`src/rtl/wshb_arb_pkg.sv`:
```
// Shared types and defaults for the two-requester Wishbone arbiter.
package wshb_arb_pkg;

  localparam int MAX_XFER_DEFAULT = 64;
  localparam int ADR_W = 32;
  localparam int DAT_W = 32;
  localparam int SEL_W = DAT_W / 8;

  typedef enum logic [1:0] {
    IDLE = 2'd0,
    OWN0 = 2'd1,
    OWN1 = 2'd2,
    GAP  = 2'd3
  } arb_state_t;

endpackage

```
`src/rtl/wshb_if.sv`:
```
// Classic Wishbone bus bundle; master drives the request, slave the response.
interface wshb_if;

  logic [wshb_arb_pkg::ADR_W-1:0] adr;
  logic [wshb_arb_pkg::DAT_W-1:0] dat_ms;
  logic [wshb_arb_pkg::DAT_W-1:0] dat_sm;
  logic                           we;
  logic [wshb_arb_pkg::SEL_W-1:0] sel;
  logic                           stb;
  logic                           cyc;
  logic [2:0]                     cti;
  logic [1:0]                     bte;
  logic                           ack;
  logic                           err;
  logic                           rty;

  modport master (
    output adr, dat_ms, we, sel, stb, cyc, cti, bte,
    input  dat_sm, ack, err, rty
  );

  modport slave (
    input  adr, dat_ms, we, sel, stb, cyc, cti, bte,
    output dat_sm, ack, err, rty
  );

endinterface

```
`src/rtl/wshb_arbiter.sv`:
```
// Two-requester Wishbone arbiter: fixed or round-robin pick from IDLE, bounded
// burst length while the other side waits, and a one-cycle bus-idle GAP between owners.
module wshb_arbiter
  import wshb_arb_pkg::*;
#(
  parameter int MAX_XFER = MAX_XFER_DEFAULT,
  parameter bit PRIO0    = 1'b1
) (
  input  logic       clk,
  input  logic       rst_n,
  wshb_if.slave      wshb_ifs0,
  wshb_if.slave      wshb_ifs1,
  wshb_if.master     wshb_ifm,
  output logic [1:0] grant
);

  localparam int               CNT_W    = $clog2(MAX_XFER + 1);
  localparam logic [CNT_W-1:0] CNT_MAX  = CNT_W'(MAX_XFER);
  localparam logic [CNT_W-1:0] CNT_LAST = CNT_W'(MAX_XFER - 1);

  arb_state_t       state, state_nxt;
  logic [CNT_W-1:0] xfer_cnt, xfer_cnt_nxt;
  logic             last_served, last_served_nxt;
  logic             req0, req1, term;
  logic             owner_req, other_req, owner_id;

  assign req0 = wshb_ifs0.cyc;
  assign req1 = wshb_ifs1.cyc;
  assign term = wshb_ifm.ack | wshb_ifm.err | wshb_ifm.rty;

  always_ff @(posedge clk or negedge rst_n) begin
    if (!rst_n) begin
      state       <= IDLE;
      xfer_cnt    <= '0;
      last_served <= 1'b1;
    end else begin
      state       <= state_nxt;
      xfer_cnt    <= xfer_cnt_nxt;
      last_served <= last_served_nxt;
    end
  end

  always_comb begin
    state_nxt       = state;
    xfer_cnt_nxt    = xfer_cnt;
    last_served_nxt = last_served;
    owner_id        = (state == OWN1);
    owner_req       = owner_id ? req1 : req0;
    other_req       = owner_id ? req0 : req1;
    case (state)
      IDLE: begin
        xfer_cnt_nxt = '0;
        if (req0 && req1) begin
          state_nxt = (PRIO0 || last_served) ? OWN0 : OWN1;
        end else if (req0) begin
          state_nxt = OWN0;
        end else if (req1) begin
          state_nxt = OWN1;
        end
      end
      OWN0, OWN1: begin
        if (!owner_req) begin
          state_nxt       = GAP;
          last_served_nxt = owner_id;
        end else if (term) begin
          // Hand over only on a terminating ack, so no bus cycle is ever split.
          if (other_req && (xfer_cnt >= CNT_LAST)) begin
            state_nxt       = GAP;
            last_served_nxt = owner_id;
          end
          if (xfer_cnt != CNT_MAX) begin
            xfer_cnt_nxt = xfer_cnt + CNT_W'(1);
          end
        end
      end
      GAP: begin
        xfer_cnt_nxt = '0;
        if (last_served ? req0 : req1) begin
          state_nxt = last_served ? OWN0 : OWN1;
        end else if (last_served ? req1 : req0) begin
          state_nxt = last_served ? OWN1 : OWN0;
        end else begin
          state_nxt = IDLE;
        end
      end
      default: state_nxt = IDLE;
    endcase
  end

  // Only the current owner is connected; everything else is held at zero.
  always_comb begin
    grant            = 2'b00;
    wshb_ifm.adr     = '0;
    wshb_ifm.dat_ms  = '0;
    wshb_ifm.we      = 1'b0;
    wshb_ifm.sel     = '0;
    wshb_ifm.stb     = 1'b0;
    wshb_ifm.cyc     = 1'b0;
    wshb_ifm.cti     = '0;
    wshb_ifm.bte     = '0;
    wshb_ifs0.dat_sm = '0;
    wshb_ifs0.ack    = 1'b0;
    wshb_ifs0.err    = 1'b0;
    wshb_ifs0.rty    = 1'b0;
    wshb_ifs1.dat_sm = '0;
    wshb_ifs1.ack    = 1'b0;
    wshb_ifs1.err    = 1'b0;
    wshb_ifs1.rty    = 1'b0;
    case (state)
      OWN0: begin
        grant            = 2'b01;
        wshb_ifm.adr     = wshb_ifs0.adr;
        wshb_ifm.dat_ms  = wshb_ifs0.dat_ms;
        wshb_ifm.we      = wshb_ifs0.we;
        wshb_ifm.sel     = wshb_ifs0.sel;
        wshb_ifm.stb     = wshb_ifs0.stb;
        wshb_ifm.cyc     = wshb_ifs0.cyc;
        wshb_ifm.cti     = wshb_ifs0.cti;
        wshb_ifm.bte     = wshb_ifs0.bte;
        wshb_ifs0.dat_sm = wshb_ifm.dat_sm;
        wshb_ifs0.ack    = wshb_ifm.ack;
        wshb_ifs0.err    = wshb_ifm.err;
        wshb_ifs0.rty    = wshb_ifm.rty;
      end
      OWN1: begin
        grant            = 2'b10;
        wshb_ifm.adr     = wshb_ifs1.adr;
        wshb_ifm.dat_ms  = wshb_ifs1.dat_ms;
        wshb_ifm.we      = wshb_ifs1.we;
        wshb_ifm.sel     = wshb_ifs1.sel;
        wshb_ifm.stb     = wshb_ifs1.stb;
        wshb_ifm.cyc     = wshb_ifs1.cyc;
        wshb_ifm.cti     = wshb_ifs1.cti;
        wshb_ifm.bte     = wshb_ifs1.bte;
        wshb_ifs1.dat_sm = wshb_ifm.dat_sm;
        wshb_ifs1.ack    = wshb_ifm.ack;
        wshb_ifs1.err    = wshb_ifm.err;
        wshb_ifs1.rty    = wshb_ifm.rty;
      end
      default: ;
    endcase
  end

endmodule

```
`src/flat_wrapper.sv`:
```
// flat-port wrapper written by rule: the top's interface ports become plain ports
module wshb_arbiter_flat import wshb_arb_pkg::*;
#(
  parameter int MAX_XFER = MAX_XFER_DEFAULT,
  parameter bit PRIO0    = 1'b1
)
  (clk, rst_n, grant, wshb_ifs0_adr, wshb_ifs0_dat_ms, wshb_ifs0_we, wshb_ifs0_sel, wshb_ifs0_stb, wshb_ifs0_cyc, wshb_ifs0_cti, wshb_ifs0_bte, wshb_ifs0_dat_sm, wshb_ifs0_ack, wshb_ifs0_err, wshb_ifs0_rty, wshb_ifs1_adr, wshb_ifs1_dat_ms, wshb_ifs1_we, wshb_ifs1_sel, wshb_ifs1_stb, wshb_ifs1_cyc, wshb_ifs1_cti, wshb_ifs1_bte, wshb_ifs1_dat_sm, wshb_ifs1_ack, wshb_ifs1_err, wshb_ifs1_rty, wshb_ifm_adr, wshb_ifm_dat_ms, wshb_ifm_we, wshb_ifm_sel, wshb_ifm_stb, wshb_ifm_cyc, wshb_ifm_cti, wshb_ifm_bte, wshb_ifm_dat_sm, wshb_ifm_ack, wshb_ifm_err, wshb_ifm_rty);
  wshb_if wshb_ifs0_i ();
  wshb_if wshb_ifs1_i ();
  wshb_if wshb_ifm_i ();
  input  logic clk;
  input  logic rst_n;
  output logic [1:0] grant;
  input wire logic [$bits(wshb_ifs0_i.adr)-1:0] wshb_ifs0_adr;
  input wire logic [$bits(wshb_ifs0_i.dat_ms)-1:0] wshb_ifs0_dat_ms;
  input wire logic [$bits(wshb_ifs0_i.we)-1:0] wshb_ifs0_we;
  input wire logic [$bits(wshb_ifs0_i.sel)-1:0] wshb_ifs0_sel;
  input wire logic [$bits(wshb_ifs0_i.stb)-1:0] wshb_ifs0_stb;
  input wire logic [$bits(wshb_ifs0_i.cyc)-1:0] wshb_ifs0_cyc;
  input wire logic [$bits(wshb_ifs0_i.cti)-1:0] wshb_ifs0_cti;
  input wire logic [$bits(wshb_ifs0_i.bte)-1:0] wshb_ifs0_bte;
  output wire logic [$bits(wshb_ifs0_i.dat_sm)-1:0] wshb_ifs0_dat_sm;
  output wire logic [$bits(wshb_ifs0_i.ack)-1:0] wshb_ifs0_ack;
  output wire logic [$bits(wshb_ifs0_i.err)-1:0] wshb_ifs0_err;
  output wire logic [$bits(wshb_ifs0_i.rty)-1:0] wshb_ifs0_rty;
  input wire logic [$bits(wshb_ifs1_i.adr)-1:0] wshb_ifs1_adr;
  input wire logic [$bits(wshb_ifs1_i.dat_ms)-1:0] wshb_ifs1_dat_ms;
  input wire logic [$bits(wshb_ifs1_i.we)-1:0] wshb_ifs1_we;
  input wire logic [$bits(wshb_ifs1_i.sel)-1:0] wshb_ifs1_sel;
  input wire logic [$bits(wshb_ifs1_i.stb)-1:0] wshb_ifs1_stb;
  input wire logic [$bits(wshb_ifs1_i.cyc)-1:0] wshb_ifs1_cyc;
  input wire logic [$bits(wshb_ifs1_i.cti)-1:0] wshb_ifs1_cti;
  input wire logic [$bits(wshb_ifs1_i.bte)-1:0] wshb_ifs1_bte;
  output wire logic [$bits(wshb_ifs1_i.dat_sm)-1:0] wshb_ifs1_dat_sm;
  output wire logic [$bits(wshb_ifs1_i.ack)-1:0] wshb_ifs1_ack;
  output wire logic [$bits(wshb_ifs1_i.err)-1:0] wshb_ifs1_err;
  output wire logic [$bits(wshb_ifs1_i.rty)-1:0] wshb_ifs1_rty;
  output wire logic [$bits(wshb_ifm_i.adr)-1:0] wshb_ifm_adr;
  output wire logic [$bits(wshb_ifm_i.dat_ms)-1:0] wshb_ifm_dat_ms;
  output wire logic [$bits(wshb_ifm_i.we)-1:0] wshb_ifm_we;
  output wire logic [$bits(wshb_ifm_i.sel)-1:0] wshb_ifm_sel;
  output wire logic [$bits(wshb_ifm_i.stb)-1:0] wshb_ifm_stb;
  output wire logic [$bits(wshb_ifm_i.cyc)-1:0] wshb_ifm_cyc;
  output wire logic [$bits(wshb_ifm_i.cti)-1:0] wshb_ifm_cti;
  output wire logic [$bits(wshb_ifm_i.bte)-1:0] wshb_ifm_bte;
  input wire logic [$bits(wshb_ifm_i.dat_sm)-1:0] wshb_ifm_dat_sm;
  input wire logic [$bits(wshb_ifm_i.ack)-1:0] wshb_ifm_ack;
  input wire logic [$bits(wshb_ifm_i.err)-1:0] wshb_ifm_err;
  input wire logic [$bits(wshb_ifm_i.rty)-1:0] wshb_ifm_rty;
  assign wshb_ifs0_i.adr = wshb_ifs0_adr;
  assign wshb_ifs0_i.dat_ms = wshb_ifs0_dat_ms;
  assign wshb_ifs0_i.we = wshb_ifs0_we;
  assign wshb_ifs0_i.sel = wshb_ifs0_sel;
  assign wshb_ifs0_i.stb = wshb_ifs0_stb;
  assign wshb_ifs0_i.cyc = wshb_ifs0_cyc;
  assign wshb_ifs0_i.cti = wshb_ifs0_cti;
  assign wshb_ifs0_i.bte = wshb_ifs0_bte;
  assign wshb_ifs0_dat_sm = wshb_ifs0_i.dat_sm;
  assign wshb_ifs0_ack = wshb_ifs0_i.ack;
  assign wshb_ifs0_err = wshb_ifs0_i.err;
  assign wshb_ifs0_rty = wshb_ifs0_i.rty;
  assign wshb_ifs1_i.adr = wshb_ifs1_adr;
  assign wshb_ifs1_i.dat_ms = wshb_ifs1_dat_ms;
  assign wshb_ifs1_i.we = wshb_ifs1_we;
  assign wshb_ifs1_i.sel = wshb_ifs1_sel;
  assign wshb_ifs1_i.stb = wshb_ifs1_stb;
  assign wshb_ifs1_i.cyc = wshb_ifs1_cyc;
  assign wshb_ifs1_i.cti = wshb_ifs1_cti;
  assign wshb_ifs1_i.bte = wshb_ifs1_bte;
  assign wshb_ifs1_dat_sm = wshb_ifs1_i.dat_sm;
  assign wshb_ifs1_ack = wshb_ifs1_i.ack;
  assign wshb_ifs1_err = wshb_ifs1_i.err;
  assign wshb_ifs1_rty = wshb_ifs1_i.rty;
  assign wshb_ifm_adr = wshb_ifm_i.adr;
  assign wshb_ifm_dat_ms = wshb_ifm_i.dat_ms;
  assign wshb_ifm_we = wshb_ifm_i.we;
  assign wshb_ifm_sel = wshb_ifm_i.sel;
  assign wshb_ifm_stb = wshb_ifm_i.stb;
  assign wshb_ifm_cyc = wshb_ifm_i.cyc;
  assign wshb_ifm_cti = wshb_ifm_i.cti;
  assign wshb_ifm_bte = wshb_ifm_i.bte;
  assign wshb_ifm_i.dat_sm = wshb_ifm_dat_sm;
  assign wshb_ifm_i.ack = wshb_ifm_ack;
  assign wshb_ifm_i.err = wshb_ifm_err;
  assign wshb_ifm_i.rty = wshb_ifm_rty;
  wshb_arbiter #(.MAX_XFER(MAX_XFER), .PRIO0(PRIO0)) u_core (.clk(clk), .rst_n(rst_n), .wshb_ifs0(wshb_ifs0_i), .wshb_ifs1(wshb_ifs1_i), .wshb_ifm(wshb_ifm_i), .grant(grant));
endmodule
```
`config.mk`:
```
export PLATFORM = sky130hd
export DESIGN_NAME = wshb_arbiter_flat
export DESIGN_NICKNAME = d
export VERILOG_FILES = /design/src/rtl/wshb_arb_pkg.sv /design/src/rtl/wshb_if.sv /design/src/rtl/wshb_arbiter.sv /design/src/flat_wrapper.sv
export SDC_FILE = /design/constraint.sdc
export NUM_CORES = 1
export LEC_CHECK = 0
export ABC_CLOCK_PERIOD_IN_PS = 2250
export CORE_AREA = 2 2 131 133
export CTS_BUF_LIST = sky130_fd_sc_hd__clkbuf_4 sky130_fd_sc_hd__clkbuf_8
export DETAILED_ROUTE_END_ITERATION = 7
export DIE_AREA = 0 0 133 135
export SETUP_SLACK_MARGIN = 0.4
export SYNTH_ARGS = -nofsm -noshare
export SYNTH_HDL_FRONTEND = slang
export SYNTH_SLANG_ARGS = --single-unit
```
`constraint.sdc`:
```
create_clock -name clk -period 2.25 [get_ports clk]
set_input_delay 0.45 -clock clk [delete_from_list [all_inputs] [get_ports clk]]
set_output_delay 0.45 -clock clk [all_outputs]
set_load 0.005 [all_outputs]
```
==> flow_summary.json, run 1 <==
{
  "path_common_cell": "buf_6",
  "p_leak_nw": 3.35,
  "post-dp-hpwl_mm": 11.3,
  "via_count": 4234,
  "gr-total-overflow": 0,
  "synth.avg_cell_area_um2": 7.26,
  "p_per_area_nw_per_um2": 1240,
  "status": "completed",
  "start_util": 0.150,
  "tightest_slew_ns": 0.515,
  "setup_viol": 0,
  "cts_sinks": 10,
  "crit_path_start": "u_core.state[1]",
  "final_common_cell": "clkdlybuf4s50_1",
  "postRouteAntennaNets": 0,
  "grt_max_degree": 44,
  "cts-htree-levels": 1,
  "ys_top_cells_by_area": "a22oi_1 23%, nor2b_1 20%, and2_1 19%, dfrtp_1 9.1%, ha_1 4.1%",
  "gr-usage-all-layers": 0.155,
  "cp_slowest_stage_delay_ns": 0.40,
  "crit_type": "flip-flop to output pin",
  "clock_path_buffers": 2,
  "fp-row-count": 47,
  "final_hold_viol_count": 0,
  "dr.pass1.iters": 4,
  "final_cell_mix": "188 x clkdlybuf4s50_1, 80 x buf_6, 77 x nor2b_1, 75 x a22oi_2, 67 x and2_4",
  "syn_nets": 537,
  "io_buffer_count": 336,
  "clkSlewWorstSetupHoldPaths_ns": 0.06,
  "num_antenna_cells": 0,
  "die_w_um": 133,
  "grt_pass1_vias": 3887,
  "cts_tree": "done",
  "skew_ns": 0.00425,
  "antenna_found_initial": 0,
  "synth_top_area_share": 0.231,
  "yosysUniqueCellTypes": 36,
  "synth_edf_count": 0,
  "netlist_area_um2": 2470,
  "cp.arrival_ns": 1.77,
  "final_layout_size_suffix_gt1_frac": 0.540,
  "drv_slew": 0,
  "drc": 0,
  "clk_latency_ns": 0.25,
  "reg2reg_from": "u_core.state[1]",
  "crit_buf_inv": 5,
  "p_total_mw": 9.65,
  "seq_area_frac_synth": 0.102,
  "slowest_stage": "dfrtp_1",
  "synth-main-ff-cell": "dfrtp_1",
  "worstPathMaxFanout": 8,
  "gp_congestion": 0.831,
  "synth_seq_cells": 10,
  "start_kind": "flip-flop",
  "rrSetupSlack_ns": 0.31,
  "wire_per_inst_um": 19.7,
  "layout_min_cycle_time_ns": 2.22,
  "path_cells": "buf_6, ha_4, buf_6, clkbuf_16, buf_4, a22oi_2, nor2b_1, clkbuf_2",
  "max-vdd-ir-drop_uv": 537,
  "drv_cap": 0,
  "die_area_um2": 18000,
  "rsz0062_at_grt": "yes",
  "cts_buffers": 3,
  "fin_crit_sh": 0.985,
  "die_h_um": 135,
  "critPathTopFamily": "buffers and inverters",
  "grt_pass1_wl_mm": 22.0,
  "fillers": 1520,
  "hold_class": "input port to async pin",
  "async_reset_ff_frac": 1.00,
  "core_um2": 16400,
  "finalNetCount": 932,
  "crit_path_end_kind": "output pin",
  "relSlewSlack": 0.656,
  "yosysWarnings": 0,
  "tns_ns": 0,
  "max_clock_freq_mhz": 451,
  "routed_via_density": 4.44,
  "required_ns": 1.80,
  "cts-root-buf": "clkbuf_8",
  "syn_to_final_growth_pct": 216,
  "ios": 337,
  "drtIter0Drc": 93,
  "finalWirelength_mm": 18.8,
  "yosys.area.top_type": "a22oi_1",
  "postSynthCellCount": 340
}
## repair_timing
| item | in CTS | in global routing |
|---|---|---|
| hold endpoints to repair | 0 | 0 |
| setup endpoints to repair | 149 | 156 |
| pin swaps | 2 | 72 |
| gates resized for setup | 181 | 593 |
| cloned | 5 | 24 |
| buffers inserted | 5 | 42 |
| hold buffers | 0 | 0 |
## cells in the mapped netlist, types with 2 or more instances
master / n
buf_1: 5
dfrtp_1: 9
a2111oi_2: 2
a21oi_1: 5
nor2b_1: 78
buf_4: 2
o21ai_0: 2
and2_1: 76
ha_1: 8
nand2_1: 6
a22oi_1: 76
nand2b_1: 3
buf_2: 6
nand3_1: 3
clkbuf_1: 24
nor2_1: 3
a211oi_1: 2
inv_1: 5
mux2i_1: 5
xor2_1: 3
nand4_1: 2
## state kept, by name (all words and copies together) (netlist names)
name / count
u_core.xfer_cnt: 7
u_core.state: 2
u_core.last_served: 1
## metrics by stage
stage | area, um^2 | util | hold WS, ns | instances | worst slack (ns)
after floorplan | 2500 | - | 0.154 | 340 | 0.403
after global placement | 6170 | 0.376 | 0.550 | 874 | -0.0197
after detailed placement | 6170 | 0.376 | 0.565 | 874 | -0.0417
after CTS | 6400 | 0.390 | 0.570 | 888 | -0.193
after global routing | 7790 | 0.475 | 0.589 | 954 | -0.00826
final | 7790 | 0.475 | 0.542 | 954 | 0.0330
## worst reg2reg max path, delay by kind of cell (launching register included)
kind	cells	cell delay (ns)
fa+ha+maj	1	0.21
flops	1	0.40
xor+xnor	1	0.11
simple gates	1	0.16
buf+inv	3	0.46
compound gates	1	0.29
mux	1	0.20
## path summary, 6_finish.rpt
check	to	cells after the start
worst max-delay path	wshb_ifm_adr[24]	8
worst min-delay path	u_core.state[1]	1
worst max register to register	u_core.xfer_cnt[3]	8
worst min register to register	u_core.xfer_cnt[6]	2
max in group asynchronous	u_core.last_served	1
min in group clk	u_core.xfer_cnt[6]	2
## routing by layer
layer	vias to the layer above	wire length, um	global-route usage	share of wire
met4	0	318	0.0227	0.017
met1	2020	7460	0.182	0.40
met3	25	1190	0.0383	0.063
met2	198	9790	0.288	0.52
met5	-	0	0	0
li1	1991	-	-	-
## cell families after synthesis
family	share of synthesized area
and+or+nand+nor	0.447
xor gates and xnor gates	0.0142
muxes	0.0294
adders and majority gates	0.0405
DFF	0.102
buffers and inverters	0.0699
AOI/OAI and AO/OA	0.297
## report_power, final
group	internal [mW]	switching (mW)
combinational	5.48	3.66
sequential	0.224	0.0394
clock	0.155	0.0866
## area by class of cell
class / count / area (um^2) / area share
tap: 220 / 275 / 0.0353
multi-input combinational: 288 / 2670 / 0.342
inverter: 5 / 18.8 / 0.00241
timing repair buffer: 427 / 4520 / 0.581
clock buffer: 4 / 55.1 / 0.00706
sequential: 10 / 251 / 0.0323
Note: power is estimated with default switching activity, not from simulation.
==> run 2, diff against run 1 <==
- CORE_AREA: 2 2 131 133 -> 2 2 129 131
- CTS_BUF_LIST: sky130_fd_sc_hd__clkbuf_4 sky130_fd_sc_hd__clkbuf_8 -> unset
- DIE_AREA: 0 0 133 135 -> 0 0 131 133
- HOLD_SLACK_MARGIN: unset -> 0.15
==> run 2 against run 1 <==
  * Cell area down 0.90%
  * Die area down 3.0%
  * The run now ends with negative setup slack left
  * First-iteration DRC count up 73%
  * Clock skew about the same
  * Highest routed layer unchanged
  * Sequential power about the same
  * Total power down 1.9%
  * Maximum frequency down 9.8%
  * Routed wire length down 0.57%
  * Hold slack better by 0.032 ns
  * Utilization up 0.26 points
  * Flip-flop and latch count unchanged
==> flow_summary.json, run 2 (synthesis gave the netlist of run 1 again) <==
{
  "tightest_slew_ns": 0.562,
  "drv_slew": 0,
  "postPlaceCellArea_um2": 6160,
  "max_clock_freq_mhz": 407,
  "finalWirelength_mm": 18.7,
  "slowest_stage": "clkdlybuf4s50_1",
  "die_w_um": 131,
  "cp.arrival_ns": 2.01,
  "violations": "negative setup slack",
  "dr.pass1.iters": 4,
  "fp-row-count": 47,
  "io_buffer_count": 336,
  "grt_use_met2": 0.329,
  "die_h_um": 133,
  "cts-htree-levels": 1,
  "core_um2": 16200,
  "drv_cap": 0,
  "globalRouteMet3Util": 0.0449,
  "crit_type": "flip-flop to output pin",
  "layout_min_cycle_time_ns": 2.46,
  "max-vdd-ir-drop_uv": 689,
  "clock_path_buffers": 2,
  "busiest_layer": "met2",
  "grt_max_degree": 33,
  "final_common_cell": "clkdlybuf4s50_1",
  "final_cells": 962,
  "path_cells": "inv_2, ha_4, buf_12, a22oi_1, nor2b_1, clkdlybuf4s50_1",
  "crit_path_end_kind": "output pin",
  "cts_buffers": 3,
  "drc": 0,
  "grt_util_met1": 0.205,
  "worstPathMaxFanout": 13,
  "drtIter0Drc": 161,
  "place_inst": 873,
  "fin_hold_ws_ns": 0.575,
  "cts_tree": "done",
  "skew_ns": 0.00460,
  "antenna_found_initial": 0,
  "via_count": 4304,
  "holdBufCountCts": 0,
  "status": "finished, violations left",
  "relSlewSlack": 0.624,
  "gp_congestion": 0.856,
  "rsz0062_at_grt": "yes",
  "fin_crit_sh": 1.09,
  "p_leak_nw": 3.49,
  "num_antenna_cells": 0,
  "grt_pass1_vias": 4082,
  "p_total_mw": 9.47,
  "start_kind": "flip-flop",
  "largest_registers": "u_core.xfer_cnt (7), u_core.state (2), u_core.last_served (1)",
  "finalNetCount": 940,
  "hold_class": "input port to async pin",
  "top_register": "u_core.xfer_cnt",
  "syn_to_final_growth_pct": 213,
  "final_hold_viol_count": 0,
  "start_util": 0.153,
  "die_area_um2": 17400,
  "postRouteAntennaNets": 0,
  "cts-root-buf": "clkbuf_16",
  "p_per_area_nw_per_um2": 1230,
  "cts_sinks": 10,
  "wire_per_inst_um": 19.4,
  "final_cell_mix": "198 x clkdlybuf4s50_1, 95 x buf_6, 74 x nor2b_1, 60 x and2_4, 48 x buf_2",
  "layout_setup_ws_ns": -0.207,
  "largest_reg_flops": 7,
  "setup_viol": 71,
  "gr-total-overflow": 0,
  "clk_latency_ns": 0.24,
  "routed_via_density": 4.47,
  "clkSlewWorstSetupHoldPaths_ns": 0.04,
  "final_cell_area_um2": 7720,
  "gr-usage-all-layers": 0.179,
  "final_layout_size_suffix_gt1_frac": 0.457,
  "post-dp-hpwl_mm": 11.7,
  "ios": 337,
  "required_ns": 1.80,
  "grt_pass1_wl_mm": 23.7,
  "cp_slowest_stage_delay_ns": 0.53
}
-- run 2: changes by cell type in the layout (fill, tap and decap cells not counted), sizes merged --
cell / change
dlymetal6s2s: +9
dlygate4sd2: +1
clkdlybuf4s50: +10
clkdlybuf4s15: +1
buf: +20
clkbuf: -33
-- run 2: report_power, final --
part,internal (mW),leakage [nW],total [mW],switching (mW)
combinational,5.36,3.32,8.85,3.49
sequential,0.225,0.130,0.263,0.0383
clock,0.268,0.0442,0.358,0.0899
-- run 2: worst paths after layout --
check | cells past startpoint | slack [ns] | startpoint | end
max in group asynchronous | 1 | 1.30 | rst_n | u_core.xfer_cnt[5]
worst max register to register | 12 | -0.12 | u_core.state[0] | u_core.xfer_cnt[4]
worst min-delay path | 1 | 0.57 | rst_n | u_core.state[0]
worst max-delay path | 6 | -0.21 | u_core.state[0] | wshb_ifm_dat_ms[21]
worst min register to register | 2 | 0.57 | u_core.xfer_cnt[6] | u_core.xfer_cnt[6]
min in group clk | 2 | 0.57 | u_core.xfer_cnt[6] | u_core.xfer_cnt[6]
-- run 2: metrics by stage --
step | worst slack [ns] | TNS (ns) | util
6_report | -0.207 | -5.81 | 0.478
5_1_grt | -0.269 | -9.39 | 0.478
4_1_cts | -0.193 | -9.31 | 0.437
3_5_place_dp | -0.0126 | -0.0126 | 0.381
3_3_place_gp | 0.00835 | 0 | 0.381
2_1_floorplan | 0.403 | 0 | -
-- run 2: layout make-up --
type | count | area [um^2]
clock buffers | 4 | 88.8
fillers | 1477 | 8450
inverters | 5 | 18.8
multi-input cells | 288 | 2460
flip-flops and latches | 10 | 251
well taps | 220 | 275
repair buffers | 435 | 4630
-- run 2: repair_timing --
item	CTS	global route
setup endpoints to repair	156	157
pin swaps	10	17
buffers inserted	34	33
resized for setup	423	258
gates cloned	14	4
-- run 2: worst max-delay path, delay by kind of cell, from the launching register on --
family	cells	cell delay (ns)
AO/OA/AOI/OAI	1	0.09
adder cells (fa/ha/maj)	1	0.31
buffers and inverters	3	0.83
flip-flops	1	0.39
AND/OR/NAND/NOR	1	0.13
-- run 2: per-layer routing --
| metal | vias up | wire [um] |
|---|---|---|
| li1 | 2001 | - |
| met1 | 2062 | 7190 |
| met2 | 219 | 9700 |
| met3 | 22 | 1470 |
| met4 | 0 | 290 |
| met5 | - | 0 |
